$ cat config.mk
export PLATFORM = sky130hd
export DESIGN_NAME = code_sequencer
export DESIGN_NICKNAME = d
export VERILOG_FILES = /design/src/rtl/code_sequencer_pkg.sv /design/src/rtl/code_sequencer_key_event_detect.sv /design/src/rtl/code_sequencer.sv
export SDC_FILE = /design/constraint.sdc
export NUM_CORES = 1
export LEC_CHECK = 0
export CORE_ASPECT_RATIO = 0.5
export CORE_MARGIN = 2
export CORE_UTILIZATION = 53
export CTS_BUF_LIST = sky130_fd_sc_hd__clkbuf_4
export DETAILED_ROUTE_END_ITERATION = 7
export PLACE_DENSITY = 0.85
export SLEW_MARGIN = 20
export SYNTH_ARGS = -nofsm -noshare
export SYNTH_HDL_FRONTEND = slang
export SYNTH_SLANG_ARGS = --single-unit
export TNS_END_PERCENT = 1
$ cat constraint.sdc
create_clock -name clk -period 6.2 [get_ports clk]
set_input_delay 1.55 -clock clk [delete_from_list [all_inputs] [get_ports clk]]
set_output_delay 1.55 -clock clk [all_outputs]
set_load 0.01 [all_outputs]
$ cat src/rtl/code_sequencer_pkg.sv
// Shared types and helpers for the access-code sequencer.
package code_sequencer_pkg;

    localparam int SYM_W = 3;
    localparam int KEY_W = 8;

    typedef enum logic [2:0] {
        IDLE     = 3'd0,
        ENTRY    = 3'd1,
        UNLOCKED = 3'd2,
        PENALTY  = 3'd3,
        ALARM    = 3'd4
    } state_e;

    function automatic logic popcount_is_one(input logic [KEY_W-1:0] v);
        int unsigned n;
        n = 0;
        for (int i = 0; i < KEY_W; i++) begin
            if (v[i]) n++;
        end
        return (n == 1);
    endfunction

endpackage

$ cat src/rtl/code_sequencer_key_event_detect.sv
// Turns debounced key levels into single-cycle press events with a symbol index.
module key_event_detect
    import code_sequencer_pkg::*;
(
    input  logic             clk_i,
    input  logic             rst_i,
    input  logic [KEY_W-1:0] keys_i,
    output logic             event_valid_o,
    output logic             event_invalid_o,
    output logic [SYM_W-1:0] event_sym_o
);

    logic [KEY_W-1:0] prev_keys_q;
    logic [KEY_W-1:0] rise;

    always_ff @(posedge clk_i) begin
        if (rst_i) prev_keys_q <= '0;
        else       prev_keys_q <= keys_i;
    end

    assign rise            = keys_i & ~prev_keys_q;
    assign event_valid_o   = popcount_is_one(rise);
    assign event_invalid_o = (|rise) & ~popcount_is_one(rise);

    // Lowest set bit wins; the symbol is irrelevant for invalid events.
    always_comb begin
        event_sym_o = '0;
        for (int i = KEY_W - 1; i >= 0; i--) begin
            if (rise[i]) event_sym_o = SYM_W'(i);
        end
    end

endmodule

$ cat src/rtl/code_sequencer.sv
// Access-code sequencer: constant-time code compare, retry limit, penalty and latched alarm.
// Inter-key timeout is built only when CODE_SEQ_TIMEOUT_EN is defined.
//
//  state    | meaning
//  IDLE     | waiting for the first press
//  ENTRY    | collecting symbols, evaluating once all slots are filled
//  UNLOCKED | grant held for UNLOCK_CYCLES
//  PENALTY  | hold-off after a wrong code
//  ALARM    | terminal until reset
module code_sequencer
    import code_sequencer_pkg::*;
#(
    parameter int CODE_LEN       = 4,
    parameter int MAX_ATTEMPTS   = 3,
    parameter int ENTRY_TIMEOUT  = 25_000_000,
    parameter int PENALTY_CYCLES = 25_000_000,
    parameter int UNLOCK_CYCLES  = 50_000_000
)(
    input  logic                      clk,
    input  logic                      rst,
    input  logic [KEY_W-1:0]          keys_in,
    input  logic [SYM_W*CODE_LEN-1:0] code_key,
    output logic                      unlocked,
    output logic                      alarm,
    output logic [2:0]                attempts_left,
    output logic [2:0]                fsm_state
);

    localparam int IDX_W   = $clog2(CODE_LEN + 1);
    localparam int CNT_MAX = (UNLOCK_CYCLES > PENALTY_CYCLES) ? UNLOCK_CYCLES : PENALTY_CYCLES;
    localparam int CNT_W   = (CNT_MAX > 1) ? $clog2(CNT_MAX) : 1;
`ifdef CODE_SEQ_TIMEOUT_EN
    localparam int TMO_W   = (ENTRY_TIMEOUT > 1) ? $clog2(ENTRY_TIMEOUT) : 1;
`endif

    state_e             state_q, state_d;
    logic [IDX_W-1:0]   idx_q, idx_d;
    logic               mism_q, mism_d;
    logic [2:0]         att_q, att_d;
    logic [CNT_W-1:0]   cnt_q, cnt_d;
`ifdef CODE_SEQ_TIMEOUT_EN
    logic [TMO_W-1:0]   tmo_q, tmo_d;
`endif

    logic               ev_valid, ev_invalid, ev_any, fail;
    logic [SYM_W-1:0]   ev_sym, exp_sym;

    key_event_detect u_event (
        .clk_i           (clk),
        .rst_i           (rst),
        .keys_i          (keys_in),
        .event_valid_o   (ev_valid),
        .event_invalid_o (ev_invalid),
        .event_sym_o     (ev_sym)
    );

    assign ev_any = ev_valid | ev_invalid;

    always_comb begin
        exp_sym = code_key[SYM_W-1:0];
        for (int k = 1; k < CODE_LEN; k++) begin
            if (idx_q == IDX_W'(k)) exp_sym = code_key[k*SYM_W +: SYM_W];
        end
    end

    always_ff @(posedge clk) begin
        if (rst) begin
            state_q <= IDLE;
            idx_q   <= '0;
            mism_q  <= 1'b0;
            att_q   <= 3'(MAX_ATTEMPTS);
            cnt_q   <= '0;
`ifdef CODE_SEQ_TIMEOUT_EN
            tmo_q   <= '0;
`endif
        end else begin
            state_q <= state_d;
            idx_q   <= idx_d;
            mism_q  <= mism_d;
            att_q   <= att_d;
            cnt_q   <= cnt_d;
`ifdef CODE_SEQ_TIMEOUT_EN
            tmo_q   <= tmo_d;
`endif
        end
    end

    always_comb begin
        state_d = state_q;
        idx_d   = idx_q;
        mism_d  = mism_q;
        att_d   = att_q;
        cnt_d   = '0;
`ifdef CODE_SEQ_TIMEOUT_EN
        tmo_d   = '0;
`endif
        fail    = 1'b0;

        unique case (state_q)
            IDLE: begin
                if (ev_any) begin
                    state_d = ENTRY;
                    idx_d   = IDX_W'(1);
                    mism_d  = ev_invalid | (ev_sym != code_key[SYM_W-1:0]);
                end
            end
            ENTRY: begin
                // A wrong symbol only sets the sticky flag; entry always runs to the last slot.
                if (idx_q == IDX_W'(CODE_LEN)) begin
                    if (!mism_q) begin
                        state_d = UNLOCKED;
                        att_d   = 3'(MAX_ATTEMPTS);
                        idx_d   = '0;
                        mism_d  = 1'b0;
                    end else begin
                        fail = 1'b1;
                    end
                end else if (ev_any) begin
                    idx_d  = idx_q + 1'b1;
                    mism_d = mism_q | ev_invalid | (ev_sym != exp_sym);
                end
`ifdef CODE_SEQ_TIMEOUT_EN
                else if (tmo_q == TMO_W'(ENTRY_TIMEOUT - 1)) begin
                    fail = 1'b1;
                end else begin
                    tmo_d = tmo_q + 1'b1;
                end
`endif
                if (fail) begin
                    idx_d  = '0;
                    mism_d = 1'b0;
                    if (att_q > 3'd1) begin
                        att_d   = att_q - 3'd1;
                        state_d = PENALTY;
                    end else begin
                        att_d   = 3'd0;
                        state_d = ALARM;
                    end
                end
            end
            UNLOCKED: begin
                if (cnt_q == CNT_W'(UNLOCK_CYCLES - 1)) state_d = IDLE;
                else                                     cnt_d   = cnt_q + 1'b1;
            end
            PENALTY: begin
                if (cnt_q == CNT_W'(PENALTY_CYCLES - 1)) state_d = IDLE;
                else                                      cnt_d   = cnt_q + 1'b1;
            end
            ALARM: begin
            end
            default: state_d = IDLE;
        endcase
    end

    assign unlocked      = (state_q == UNLOCKED);
    assign alarm         = (state_q == ALARM);
    assign attempts_left = att_q;
    assign fsm_state     = state_q;

endmodule
Word-level counts from Yosys, hierarchy flattened. Cells that the tools add are included.

Mux-type cells: 47. Bitwise operators: 9. Divide/modulo/power cells: 0. Magnitude comparators: 1. Shift operators: 0. Multipliers: 0. Add/sub/neg operators: 10. Reduce and logical (&&, ||, !) cells: 8. Eq/ne operators: 21.

Operator list (number): two-way mux 32 bit (7); adder 32 x 1 -> 32 bit (second input constant) (6); two-way mux 3 bit (26); two-way mux 26 bit (2); case mux 26 bit (2 select lines) (1); equality test 32 x 1 -> 1 bit (second input constant) (1); adder 26 x 1 -> 26 bit (second input constant) (1); equality test 26 x 25 -> 1 bit (second input constant) (1); equality test 26 bit (second input constant) (1); case mux 3 bit (5 select lines) (1); equality test 3 x 2 -> 1 bit (second input constant) (4); bitwise AND 8 bit (1); two-way mux 1 bit (8); != test 4 bit (second input constant) (2); inverter 8 bit (1); OR reduction 8 bit (1); equality test 3 x 1 -> 1 bit (second input constant) (2); equality test 3 bit (second input constant) (2); != test 3 bit (2); != test 3 bit (second input constant) (2); case mux 3 bit (2 select lines) (1); AND reduction 3 bit (2); AND reduction 6 bit (1); != test 2 x 1 -> 1 bit (second input constant) (2); other kinds (12) (18).

Register bits: 44. Bits in latches: 0. Output and inout bits: 8. Word-level logic and storage cells: 102. RAM bits: 0. Memory bits (read-only): 0. Memories: 0.

Longest topological paths before layout. Gate-level depths: netlist (run 1).

Word-level depth: 26. Gate-level depth with buffers: 22. Depth with buffers taken out: 22.

Cells and area by module. A second synthesis (run 1) with hierarchy kept.

Cells, all modules: 352. Area, all modules: 2871.5 um^2.

Modules (own cells, without submodules): code_sequencer (seq. area each 720.7 um^2, cells each 248, times used 1, area an instance 2004.4 um^2); key_event_detect (seq. area each 160.2 um^2, cells each 104, times used 1, area an instance 867.1 um^2).

Worst setup path after synthesis (run 1). No wires, ideal clock.

Path kind: input-to-reg. Start: input keys_in[0]. End: register idx_q[2]. Setup time: 71 ps. Path slack: 333 ps. Path buffers: 0. Arrival: 5797 ps. Cell stages on the path: 21. Cell sequence: nand2b_1 > ha_1 > xnor2_1 > ha_1 > nor2_1 > nor2_1 > ha_1 > and3b_1 > a21o_1 > ha_1 > mux2i_1 > o31ai_2 > ha_1 > mux2_2 > ha_1 > nand2b_1 > a211oi_1 > o32a_2 > o211ai_4 > a2111o_1 > a21oi_1.

Word-level cells in the longest chain between the ends: 22. Elaborated cells between the ends (all ways): 24. Those cells by class: 7 x add/sub; 3 x eq/ne; 8 x mux; 4 x bitwise; 2 x reduce/logical.

Ends and longest elaborated chain: from (decl) (line code_sequencer.sv:21) `input logic [KEY_W-1:0] keys_in,`; bitwise AND 8 bit * (line code_sequencer_key_event_detect.sv:21) `assign rise = keys_i & ~prev_keys_q;`; two-way mux 1 bit (line code_sequencer_pkg.sv:19) `if (v[i]) n++;`; adder 1 x 1 -> 2 bit (line code_sequencer_pkg.sv:19); two-way mux 32 bit (line code_sequencer_pkg.sv:19); adder 32 x 1 -> 32 bit (line code_sequencer_pkg.sv:19); two-way mux 32 bit (line code_sequencer_pkg.sv:19); adder 32 x 1 -> 32 bit (line code_sequencer_pkg.sv:19); two-way mux 32 bit (line code_sequencer_pkg.sv:19); (+6 left out); adder 32 x 1 -> 32 bit (line code_sequencer_pkg.sv:19); two-way mux 32 bit (line code_sequencer_pkg.sv:19); equality test 32 x 1 -> 1 bit (line code_sequencer_pkg.sv:21) `return (n == 1);`; inverter 1 bit (line code_sequencer_key_event_detect.sv:23) `assign event_invalid_o = (|rise) & ~popcount_is_one(rise);`; bitwise AND 1 bit (line code_sequencer_key_event_detect.sv:23); OR 1 bit * (line code_sequencer.sv:57) `assign ev_any = ev_valid | ev_invalid;`; != test 4 bit (no line) / != test 2 bit (equally long branches); AND reduction 4 bit (no line) *; to (signal assigned) (line code_sequencer.sv:78) `idx_q <= idx_d;`; to (decl) (line code_sequencer.sv:37) `logic [IDX_W-1:0] idx_q, idx_d;`.

Every way passes the cells marked *; elsewhere a longest branch is shown, timed or not. A chain may end at the register's enable or synchronous reset.

Final worst setup path (run 1).
Start: input keys_in[1]. End: register idx_q[2].

Word-level cells in the longest chain between the ends: 20. Elaborated cells between the ends (all ways): 22. Those cells by class: 6 x add/sub; 3 x eq/ne; 7 x mux; 4 x bitwise; 2 x reduce/logical.

Ends and longest elaborated chain (line): bitwise AND 8 bit * (code_sequencer_key_event_detect.sv:21); two-way mux 32 bit (code_sequencer_pkg.sv:19); adder 32 x 1 -> 32 bit (code_sequencer_pkg.sv:19); two-way mux 32 bit (code_sequencer_pkg.sv:19); adder 32 x 1 -> 32 bit (code_sequencer_pkg.sv:19); two-way mux 32 bit (code_sequencer_pkg.sv:19); adder 32 x 1 -> 32 bit (code_sequencer_pkg.sv:19); two-way mux 32 bit (code_sequencer_pkg.sv:19); (+4 left out); adder 32 x 1 -> 32 bit (code_sequencer_pkg.sv:19); two-way mux 32 bit (code_sequencer_pkg.sv:19); equality test 32 x 1 -> 1 bit (code_sequencer_pkg.sv:21); inverter 1 bit (code_sequencer_key_event_detect.sv:23); bitwise AND 1 bit (code_sequencer_key_event_detect.sv:23); OR 1 bit * (code_sequencer.sv:57); != test 4 bit (no line) / != test 2 bit (equally long branches); AND reduction 4 bit (no line) *.

Marked as above.

==> metrics, run 1 <==
syn nets=389; P per Cell Area=212 mW/mm^2; Post-synth EDFFs=0; Rows=19; post-synthesis sequential area ratio=30.2%; Core ar.=0.00540 sq mm; critical-path cell list=clkdlybuf4s50_1, nand2b_1, ha_2, xnor2_2, ha_1, nor2_2, nor2_1, ha_1, and3b_1, a21o_1, ha_1, mux2i_1, o31ai_2, ha_1, mux2_2, ha_1, nand2b_4, a211oi_2, o32a_2, o211ai_4, a2111o_1, a21oi_2; hold crit path type=reg2reg; vias in the first global route=2659; area delta synth->final=20.9%; Final WS setup=0.165 ns; post-route DRC violation count=0; CP required=6.51 ns; Critical Path Fanout Max=3; htree depth=2; DIE HEIGHT=56.4 um; Routed Antenna Nets=0; Die Wd=109 um; routed len/inst=15.1 um; DRT Wirelength=7090 um; first-pass GRT wire length=11700 um; filler cell count in the final layout=436; commonest non-fill, non-tap cell in the layout=nor2_1; cell area after layout=0.00352 sq mm; GRT overflow=0; Hold Buf Count CTS=0; GRT Total Usage=23.8%; final setup vio count=0; initial antenna violation count=0; final net count=431; Vias=2779; flop and latch count out of synthesis=44; critical path capture point type=flip-flop; final worst-path cycle share=97.3%; Most Frequent Cell on Critical Path=ha_1; max-cap violations=0; Syn Area/Cell=8.23 sq um; layout cells sized above 1=10.8%; Cell Int Power=0.506 mW; Post-synth top flop=dfxtp_1; maximum vdd drop=0.112 mV; dpl hpwl=5170 um; Worst-Skew Late Latency=0.38 ns; GPL Wtd Cong=0.873; Longest Clk Path Bufs=2; commonest non-fill, non-tap cells in the layout=48 x nor2_1, 44 x dfxtp_1, 28 x clkdlybuf4s50_1; Fmax=166 MHz; min Tclk post-route=6.04 ns; final slew viol count=0; switching power=0.242 mW; Placed Area=0.00335 sq mm; crit start category=primary input; total power draw=0.748 mW; Comb pwr share=33.6%; share of flip-flops with an asynchronous set or reset=0%; DRT Pass-1 Iters=4; Post-Syn Area=0.00291 sq mm; Initial Utilization=54.0%; Clock power frac=25.9%; Least-Margin Pin Slew=0.898 ns; setup TNS=0 ns; TritonCTS clock tree=done; status=complete, no violations; Vias/cell=5.91; Sw Ratio=32.3%; critical setup path kind=in2reg; largest net degree at the start of global routing=26; Worst EP arrival=6.35 ns; clk sink count=44; cells after synthesis=354; CTS Buf Count=5; RSZ-0062 raised after global routing=true; slowest CP cell=clkdlybuf4s50_1; unique cell type count in the Yosys netlist=57; drt initial violations=132; Leakage=1.33 nW; root buffer cell=clkbuf_4; PortBufs=29; Fin. Hold Viols=0; Largest stage delay, worst path=0.49 ns; clk slew on worst S/H paths=0.14 ns; Reg power frac=40.5%; I/O Pins=30; Inserted Diodes=0; die area=0.00614 sq mm; Relative slew margins=39.9%; Setup WS pre-CTS=-0.457 ns; Ys Warns=0; clock skew=0.00322 ns
[cell families (layout without fill, tap and decap cells)]
| kind of cell | count (synthesis) | after routing | synth area share (%) |
|---|---|---|---|
| buffers and inverters | 22 | 65 | 2.96 |
| DFF | 44 | 44 | 30.2 |
| AOI/OAI and AO/OA | 64 | 64 | 15.3 |
| muxes | 5 | 5 | 1.76 |
| and+or+nand+nor | 171 | 171 | 31.4 |
| xor gates and xnor gates | 35 | 35 | 12.7 |
| adders and majority gates | 13 | 13 | 5.58 |
[flip-flops by register name, summed over array words and instances (netlist names)]
register / cells
attempts_left: 3
cnt_q: 26
fsm_state: 3
idx_q: 3
mism_q: 1
u_event.prev_keys_q: 8
[final cells by class]
| class | instances | area (sq um) | area share (%) |
|---|---|---|---|
| clock buffers | 5 | 37.5 | 1.07 |
| clock inverters | 3 | 47.5 | 1.35 |
| inverters | 12 | 45.0 | 1.28 |
| multi-input cells | 288 | 2000 | 56.9 |
| flip-flops and latches | 44 | 881 | 25.0 |
| well taps | 73 | 91.3 | 2.59 |
| repair buffers | 45 | 417 | 11.8 |
[power groups by stage]
stage	sequential, mW	combinational [mW]	clock, mW
2_1_floorplan	0.303	0.148	0
3_3_place_gp	0.307	0.202	0
3_5_place_dp	0.308	0.218	0
4_1_cts	0.302	0.224	0.194
5_1_grt	0.305	0.274	0.205
6_report	0.303	0.252	0.194
[metal layers]
| metal | track usage, % | vias to the layer above | share of wire [%] | routed length (um) |
|---|---|---|---|---|
| li1 | - | 1347 | - | - |
| met4 | 8.97 | 0 | 1.4 | 102 |
| met1 | 28.0 | 1326 | 43 | 3040 |
| met3 | 3.60 | 15 | 5.2 | 372 |
| met5 | 0 | - | 0 | 0 |
| met2 | 43.8 | 91 | 50 | 3570 |
[worst max-delay path, delay by kind of cell]
family / cells / cell delay (ns)
xor gates and xnor gates: 1 / 0.08
AOI/OAI and AO/OA: 7 / 1.29
and+or+nand+nor: 5 / 0.60
buffers and inverters: 1 / 0.49
adders and majority gates: 6 / 1.90
muxes: 2 / 0.43
[cells in the mapped netlist, types with 6 or more instances]
library cell,number,area (sq um)
inv_1,11,41.3
nand3b_1,6,45.0
nor3_1,6,30.0
a21oi_1,16,80.1
nor2_1,49,184
a211oi_1,8,60.1
nand4_1,10,62.6
o21ai_0,12,60.1
nand3_1,16,80.1
dfxtp_1,44,881
nand2_1,26,97.6
ha_1,13,163
xor2_1,15,131
nand2b_1,10,62.6
nor2b_1,13,81.3
xnor2_1,15,131
clkbuf_1,9,33.8
[per-stage QoR]
stage / instances / utilization, % / hold WS [ns]
detailed placement: 459 / 62.1 / 0.477
CTS: 467 / 64.0 / 0.500
finish: 470 / 65.3 / 0.495
global placement: 459 / 62.1 / 0.443
global route: 470 / 65.3 / 0.535
floorplan: 354 / - / 0.430
[worst paths after layout]
kind,depth (start not counted),slack [ns],to,startpoint
min reg2reg,2,0.49,cnt_q[22]$_SDFF_PP0_,cnt_q[22]$_SDFF_PP0_
min,2,0.49,cnt_q[22]$_SDFF_PP0_,cnt_q[22]$_SDFF_PP0_
max reg2reg,21,1.41,idx_q[2]$_SDFFE_PP0P_,u_event.prev_keys_q[1]$_SDFF_PP0_
max,22,0.16,idx_q[2]$_SDFFE_PP0P_,keys_in[1]
[what timing repair did]
action	4_1_cts	5_1_grt
pin swaps	0	10
buffers inserted	0	3
resized for setup	3	10
setup endpoints to repair	2	5
No activity file was read; power rests on OpenSTA's default activity.
==> run 2: changes to the inputs <==
--- a/config.mk
+++ b/config.mk
@@ -7,10 +7,11 @@
 export LEC_CHECK = 0
 export CORE_ASPECT_RATIO = 0.5
 export CORE_MARGIN = 2
-export CORE_UTILIZATION = 53
+export CORE_UTILIZATION = 55
 export CTS_BUF_LIST = sky130_fd_sc_hd__clkbuf_4
 export DETAILED_ROUTE_END_ITERATION = 7
-export PLACE_DENSITY = 0.85
+export DONT_BUFFER_PORTS = 1
+export PLACE_DENSITY = 0.8
 export SLEW_MARGIN = 20
 export SYNTH_ARGS = -nofsm -noshare
 export SYNTH_HDL_FRONTEND = slang
==> run 2 against run 1 <==
Non-clock buffer count down 45. Maximum frequency is 2.7% higher. Clock skew increased by 0.0043 ns. Global-route usage down 2.8 points. Worst hold slack got worse by 0.018 ns. Setup slack improved by 0.16 ns. Clock power down 27%. Sequential share of layout area increased by 4.2 points. Final area fell by 14%. Clock-buffer cell count stayed put. Via count decreased by 11%. Critical endpoint unchanged.
==> metrics, run 2 (synthesis results as in run 1) <==
PostCTS Resize Cnt=0 (-3); Top reg by flops=cnt_q; htree depth=2 (unchanged); P per Cell Area=205 mW/mm^2 (-3.3%); Most Used Layer, Global Route=met2; layout cells sized above 1=4.83% (-6.0 points); DRT Wirelength=5910 um (-17%); root buffer cell=clkbuf_4; PortBufs=0 (-100%); Vias=2479 (-11%); critical path capture point type=flip-flop; clk slew on worst S/H paths=0.14 ns (about the same); GRT Total Usage=21.0% (-2.8 points); critical setup path kind=in2reg; commonest non-fill, non-tap cells in the layout=49 x nor2_1, 44 x dfxtp_1, 26 x nand2_1; die area=0.00593 sq mm (-3.4%); Hold Buf Count CTS=0 (unchanged); Leakage=1.09 nW (-18%); first-pass GRT wire length=10300 um (-12%); max reg flops=26 (unchanged); Rows=18 (-1); Sw Ratio=33.2% (+0.88 points); postcts setup bufs=0 (unchanged); Clock power frac=22.8% (-3.1 points); vias in the first global route=2432 (-8.5%); Longest Clk Path Bufs=2 (unchanged); max-cap violations=0 (unchanged); status=complete, no violations; DIE HEIGHT=55.5 um (-1.7%); Vias/cell=5.87 (-0.65%); GRT overflow=0 (unchanged); routed len/inst=14.0 um (-7.2%); drt initial violations=107 (-19%); commonest non-fill, non-tap cell in the layout=nor2_1; Die Wd=107 um (-1.8%); Core ar.=0.00502 sq mm (-6.9%); RSZ-0062 raised after global routing=false; DRT Pass-1 Iters=4 (unchanged); crit start category=primary input; area delta synth->final=3.69%; initial antenna violation count=0 (unchanged); Reg power frac=48.7% (+8.2 points); R2R Setup Slk=1.08 ns (-0.33 ns); Final WS setup=0.325 ns (+0.160 ns); final setup vio count=0 (unchanged); switching power=0.206 mW (-15%); TritonCTS clock tree=done; CTS Buf Count=5 (unchanged); Setup WS pre-CTS=-0.0454 ns (+0.411 ns); Worst-Skew Late Latency=0.36 ns (-0.02 ns); clk sink count=44 (unchanged); maximum vdd drop=0.0917 mV (-18%); largest net degree at the start of global routing=26 (unchanged); Routed Antenna Nets=0 (unchanged); Inserted Diodes=0 (unchanged); Critical Path Fanout Max=7 (+4); min Tclk post-route=5.88 ns (-0.160 ns); hold crit path type=reg2reg; CP required=6.51 ns (about the same); GR Util met3=4.60% (+1.0 points); GPL Wtd Cong=0.901 (+3.2%); post-route DRC violation count=0 (unchanged); M1 GR Usage=24.5% (-3.5 points); clock skew=0.00754 ns (+0.00431 ns); final net count=386 (-10%); post-route insts no fill=422 (-10%); Fin. Hold Viols=0 (unchanged); DP Cell Count=414 (-9.8%); Initial Utilization=58.0% (+4.0 points); Relative slew margins=49.8% (+9.8 points); dpl hpwl=4550 um (-12%); final slew viol count=0 (unchanged); Comb pwr share=28.5% (-5.1 points); Worst EP arrival=6.18 ns (-0.17 ns); registers with the most flip-flops=cnt_q (26), u_event.prev_keys_q (8); I/O Pins=30 (unchanged); Fmax=170 MHz (+2.7%); Cell Int Power=0.414 mW (-18%); Least-Margin Pin Slew=0.754 ns (-0.144 ns); GRT met2 Usage=39.0% (-4.7 points); total power draw=0.621 mW (-17%); final worst-path cycle share=94.8% (-2.6 points)
run 2: cell types whose count changed in the layout (fill, tap and decap cells not counted), moves of 2 or more:
cell,previous run,this run
clkdlybuf4s50_1,28,0
buf_4,15,0
a211oi_1,5,7
a211oi_2,3,1
clkinv_4,2,0
clkinvlp_4,0,2
run 2: final timing paths:
| path | cells after the start | endpoint | from |
|---|---|---|---|
| worst max-delay path | 21 | idx_q[2]$_SDFFE_PP0P_ | keys_in[0] |
| worst min-delay path | 1 | cnt_q[0]$_SDFF_PP0_ | cnt_q[0]$_SDFF_PP0_ |
| worst max register to register | 21 | idx_q[2]$_SDFFE_PP0P_ | u_event.prev_keys_q[0]$_SDFF_PP0_ |
| worst min register to register | 1 | cnt_q[0]$_SDFF_PP0_ | cnt_q[0]$_SDFF_PP0_ |
run 2: final cells by class:
cell class,instances,area [sq um]
well taps,70,87.6
inverters,12,45.0
fillers,446,2000
clock buffers,5,37.5
clock inverters,3,18.8
multi-input cells,288,1950
flip-flops and latches,44,881
run 2: per-layer routing:
metal	up-vias	part of all wire [%]
met4	0	0.76
met1	1171	44
met2	43	51
met5	-	0
li1	1260	-
met3	5	3.9
run 2: through the flow:
step	instance area (sq um)	TNS, ns	utilization (%)	hold WS, ns
3_5_place_dp	2960	-0.0454	58.9	0.454
5_1_grt	3020	0	60.1	0.522
4_1_cts	3020	0	60.0	0.485
2_1_floorplan	2910	0	-	0.430
3_3_place_gp	2960	0	58.9	0.447
6_report	3020	0	60.1	0.477
run 2: power by group through the flow:
stage / Clock [mW] / Combinational [mW] / Sequential [mW]
after floorplan: 0 / 0.148 / 0.303
after global placement: 0 / 0.166 / 0.308
after detailed placement: 0 / 0.172 / 0.309
after CTS: 0.146 / 0.173 / 0.302
after global routing: 0.158 / 0.199 / 0.304
final: 0.141 / 0.177 / 0.302
run 2: critical path, stage by stage:
cell and delay (ns):
nand2b_1 0.09, ha_1 0.38, xnor2_1 0.23, ha_1 0.27, nor2_1 0.18, nor2_1 0.08, ha_1 0.30, and3b_1 0.20
a21o_1 0.17, ha_1 0.26, mux2i_1 0.17, o31ai_2 0.13, ha_1 0.31, mux2_2 0.28, ha_1 0.26, nand2b_1 0.17
a211oi_1 0.27, o32a_2 0.22, o211ai_4 0.11, a2111o_1 0.42, a21oi_1 0.14
==> run 3: changes to the inputs <==
--- a/config.mk
+++ b/config.mk
@@ -7,11 +7,11 @@
 export LEC_CHECK = 0
 export CORE_ASPECT_RATIO = 0.5
 export CORE_MARGIN = 2
-export CORE_UTILIZATION = 55
+export CORE_UTILIZATION = 45
 export CTS_BUF_LIST = sky130_fd_sc_hd__clkbuf_4
 export DETAILED_ROUTE_END_ITERATION = 7
 export DONT_BUFFER_PORTS = 1
-export PLACE_DENSITY = 0.8
+export PLACE_DENSITY = 0.69
 export SLEW_MARGIN = 20
 export SYNTH_ARGS = -nofsm -noshare
 export SYNTH_HDL_FRONTEND = slang
==> run 3 against run 2 <==
Core utilization decreased by 11 points. Clock power about the same. Cell count increased by 4.0%. First-iteration DRC count increased by 7.5%. Sequential share of layout area decreased by 0.11 points.
==> metrics, run 3 (synthesis results as in run 1) <==
Vias/cell=5.60 (-4.7%); TritonCTS clock tree=done; Inserted Diodes=0 (unchanged); filler cell count in the final layout=600 (+35%); Hold Buf Count CTS=0 (unchanged); final setup vio count=0 (unchanged); registers with the most flip-flops=cnt_q (26), u_event.prev_keys_q (8); root buffer cell=clkbuf_4; area delta synth->final=4.08%; GPL Wtd Cong=0.938 (+4.1%); status=complete, no violations; maximum vdd drop=0.0686 mV (-25%); Fmax=170 MHz (-0.40%); PostCTS Resize Cnt=0 (unchanged); met2 wire length=2840 um (-6.3%); commonest non-fill, non-tap cells in the layout=49 x nor2_1, 44 x dfxtp_1, 26 x nand2_1; Critical Path Fanout Max=7 (unchanged); Top reg by flops=cnt_q; htree depth=2 (unchanged); Vias=2458 (-0.85%); clk sink count=44 (unchanged); Routed Antenna Nets=0 (unchanged); die area=0.00717 sq mm (+21%); critical path capture point type=flip-flop; routed len/inst=14.0 um (-0.24%); post-route insts no fill=439 (+4.0%); clk slew on worst S/H paths=0.14 ns (about the same); Top Metal Used=met4; min Tclk post-route=5.90 ns (+0.0235 ns); postcts setup bufs=0 (unchanged); hold crit path type=reg2reg; RSZ-0062 raised after global routing=false; DRT Pass-1 Iters=4 (unchanged); layout cells sized above 1=4.56% (-0.27 points); DR WL met3=248 um (+6.4%); final worst-path cycle share=95.1% (+0.38 points); Worst EP arrival=6.20 ns (+0.02 ns); largest net degree at the start of global routing=26 (unchanged); DP Cell Count=432 (+4.3%); max reg flops=26 (unchanged); vias in the first global route=2296 (-5.6%); drt initial violations=115 (+7.5%); post-route DRC violation count=0 (unchanged); commonest non-fill, non-tap cell in the layout=nor2_1; CTS Buf Count=5 (unchanged); GRT overflow=0 (unchanged); DIE HEIGHT=60.9 um (+9.8%); Rows=20 (+2); I/O Pins=30 (unchanged); final slew viol count=0 (unchanged); Worst-Skew Late Latency=0.36 ns (about the same); setup TNS=0 ns (unchanged); Least-Margin Pin Slew=0.819 ns (+0.0656 ns); Initial Utilization=47.3% (-11 points); GRT Total Usage=18.1% (-2.9 points); Leakage=1.09 nW (+0.13%); critical setup path kind=in2reg; first-pass GRT wire length=10500 um (+2.0%); initial antenna violation count=0 (unchanged); Core ar.=0.00616 sq mm (+23%); Relative slew margins=45.4% (-4.4 points); PortBufs=0 (unchanged); final net count=386 (unchanged); Fin. Hold Viols=0 (unchanged); clock skew=0.00702 ns (-0.000514 ns); Die Wd=118 um (+10%); M1 wire length=2980 um (+15%); crit start category=primary input; max-cap violations=0 (unchanged); Setup WS pre-CTS=-0.0734 ns (-0.0281 ns); DRT Wirelength=6130 um (+3.8%); Final WS setup=0.301 ns (-0.0235 ns); P per Cell Area=204 mW/mm^2 (-0.94%); dpl hpwl=4640 um (+1.9%); CP required=6.50 ns (about the same); Longest Clk Path Bufs=2 (unchanged)
run 3: power breakdown:
part / total, mW / switching (mW) / leakage [nW] / internal (mW)
logic: 0.174 / 0.0932 / 0.704 / 0.0805
clock network: 0.140 / 0.0984 / 0.0271 / 0.0415
registers: 0.303 / 0.0131 / 0.358 / 0.290
total: 0.617 / 0.205 / 1.09 / 0.412
run 3: path summary, 6_finish.rpt:
check                          endpoint  cells after the start                         startpoint  slack (ns)
setup reg to reg  idx_q[2]$_SDFFE_PP0P_                     22  u_event.prev_keys_q[1]$_SDFF_PP0_        1.07
hold reg to reg     cnt_q[0]$_SDFF_PP0_                      1                cnt_q[0]$_SDFF_PP0_        0.49
setup / recovery  idx_q[2]$_SDFFE_PP0P_                     22                         keys_in[0]        0.30
hold / removal      cnt_q[0]$_SDFF_PP0_                      1                cnt_q[0]$_SDFF_PP0_        0.49
run 3: layer usage:
layer  track usage [%]  up-vias
met3              4.04        6
met1              22.4     1152
met2              31.6       45
li1                  -     1255
met5                 0        -
met4              7.23        0
run 3: area by class of cell:
| type | instances | area, sq um | share of cell area [%] |
|---|---|---|---|
| sequential | 44 | 881 | 29.1 |
| clock buffer | 5 | 37.5 | 1.24 |
| multi-input combinational | 288 | 1950 | 64.2 |
| tap | 88 | 110 | 3.63 |
| inverter | 12 | 45.0 | 1.49 |
| clock inverter | 2 | 12.5 | 0.413 |
run 3: worst max-delay path: stages:
cell,delay (ns)
nand2b_1,0.08
ha_1,0.25
nor3b_1,0.28
a21o_1,0.13
ha_1,0.23
nor2_1,0.19
nor2_1,0.08
ha_1,0.30
and3b_1,0.20
a21o_1,0.16
ha_1,0.27
mux2i_1,0.18
o31ai_2,0.13
ha_1,0.31
mux2_2,0.28
ha_1,0.26
nand2b_1,0.16
a211oi_1,0.25
o32a_2,0.21
o211ai_4,0.11
a2111o_1,0.43
a21oi_1,0.15
run 3: through the flow:
step / util [%] / instance area [sq um] / total power [mW] / hold WS (ns)
floorplan: - / 2910 / 0.452 / 0.430
global placement: 48.4 / 2980 / 0.472 / 0.446
detailed placement: 48.4 / 2980 / 0.481 / 0.460
CTS: 49.2 / 3030 / 0.620 / 0.491
global route: 49.2 / 3030 / 0.654 / 0.521
finish: 49.2 / 3030 / 0.617 / 0.494
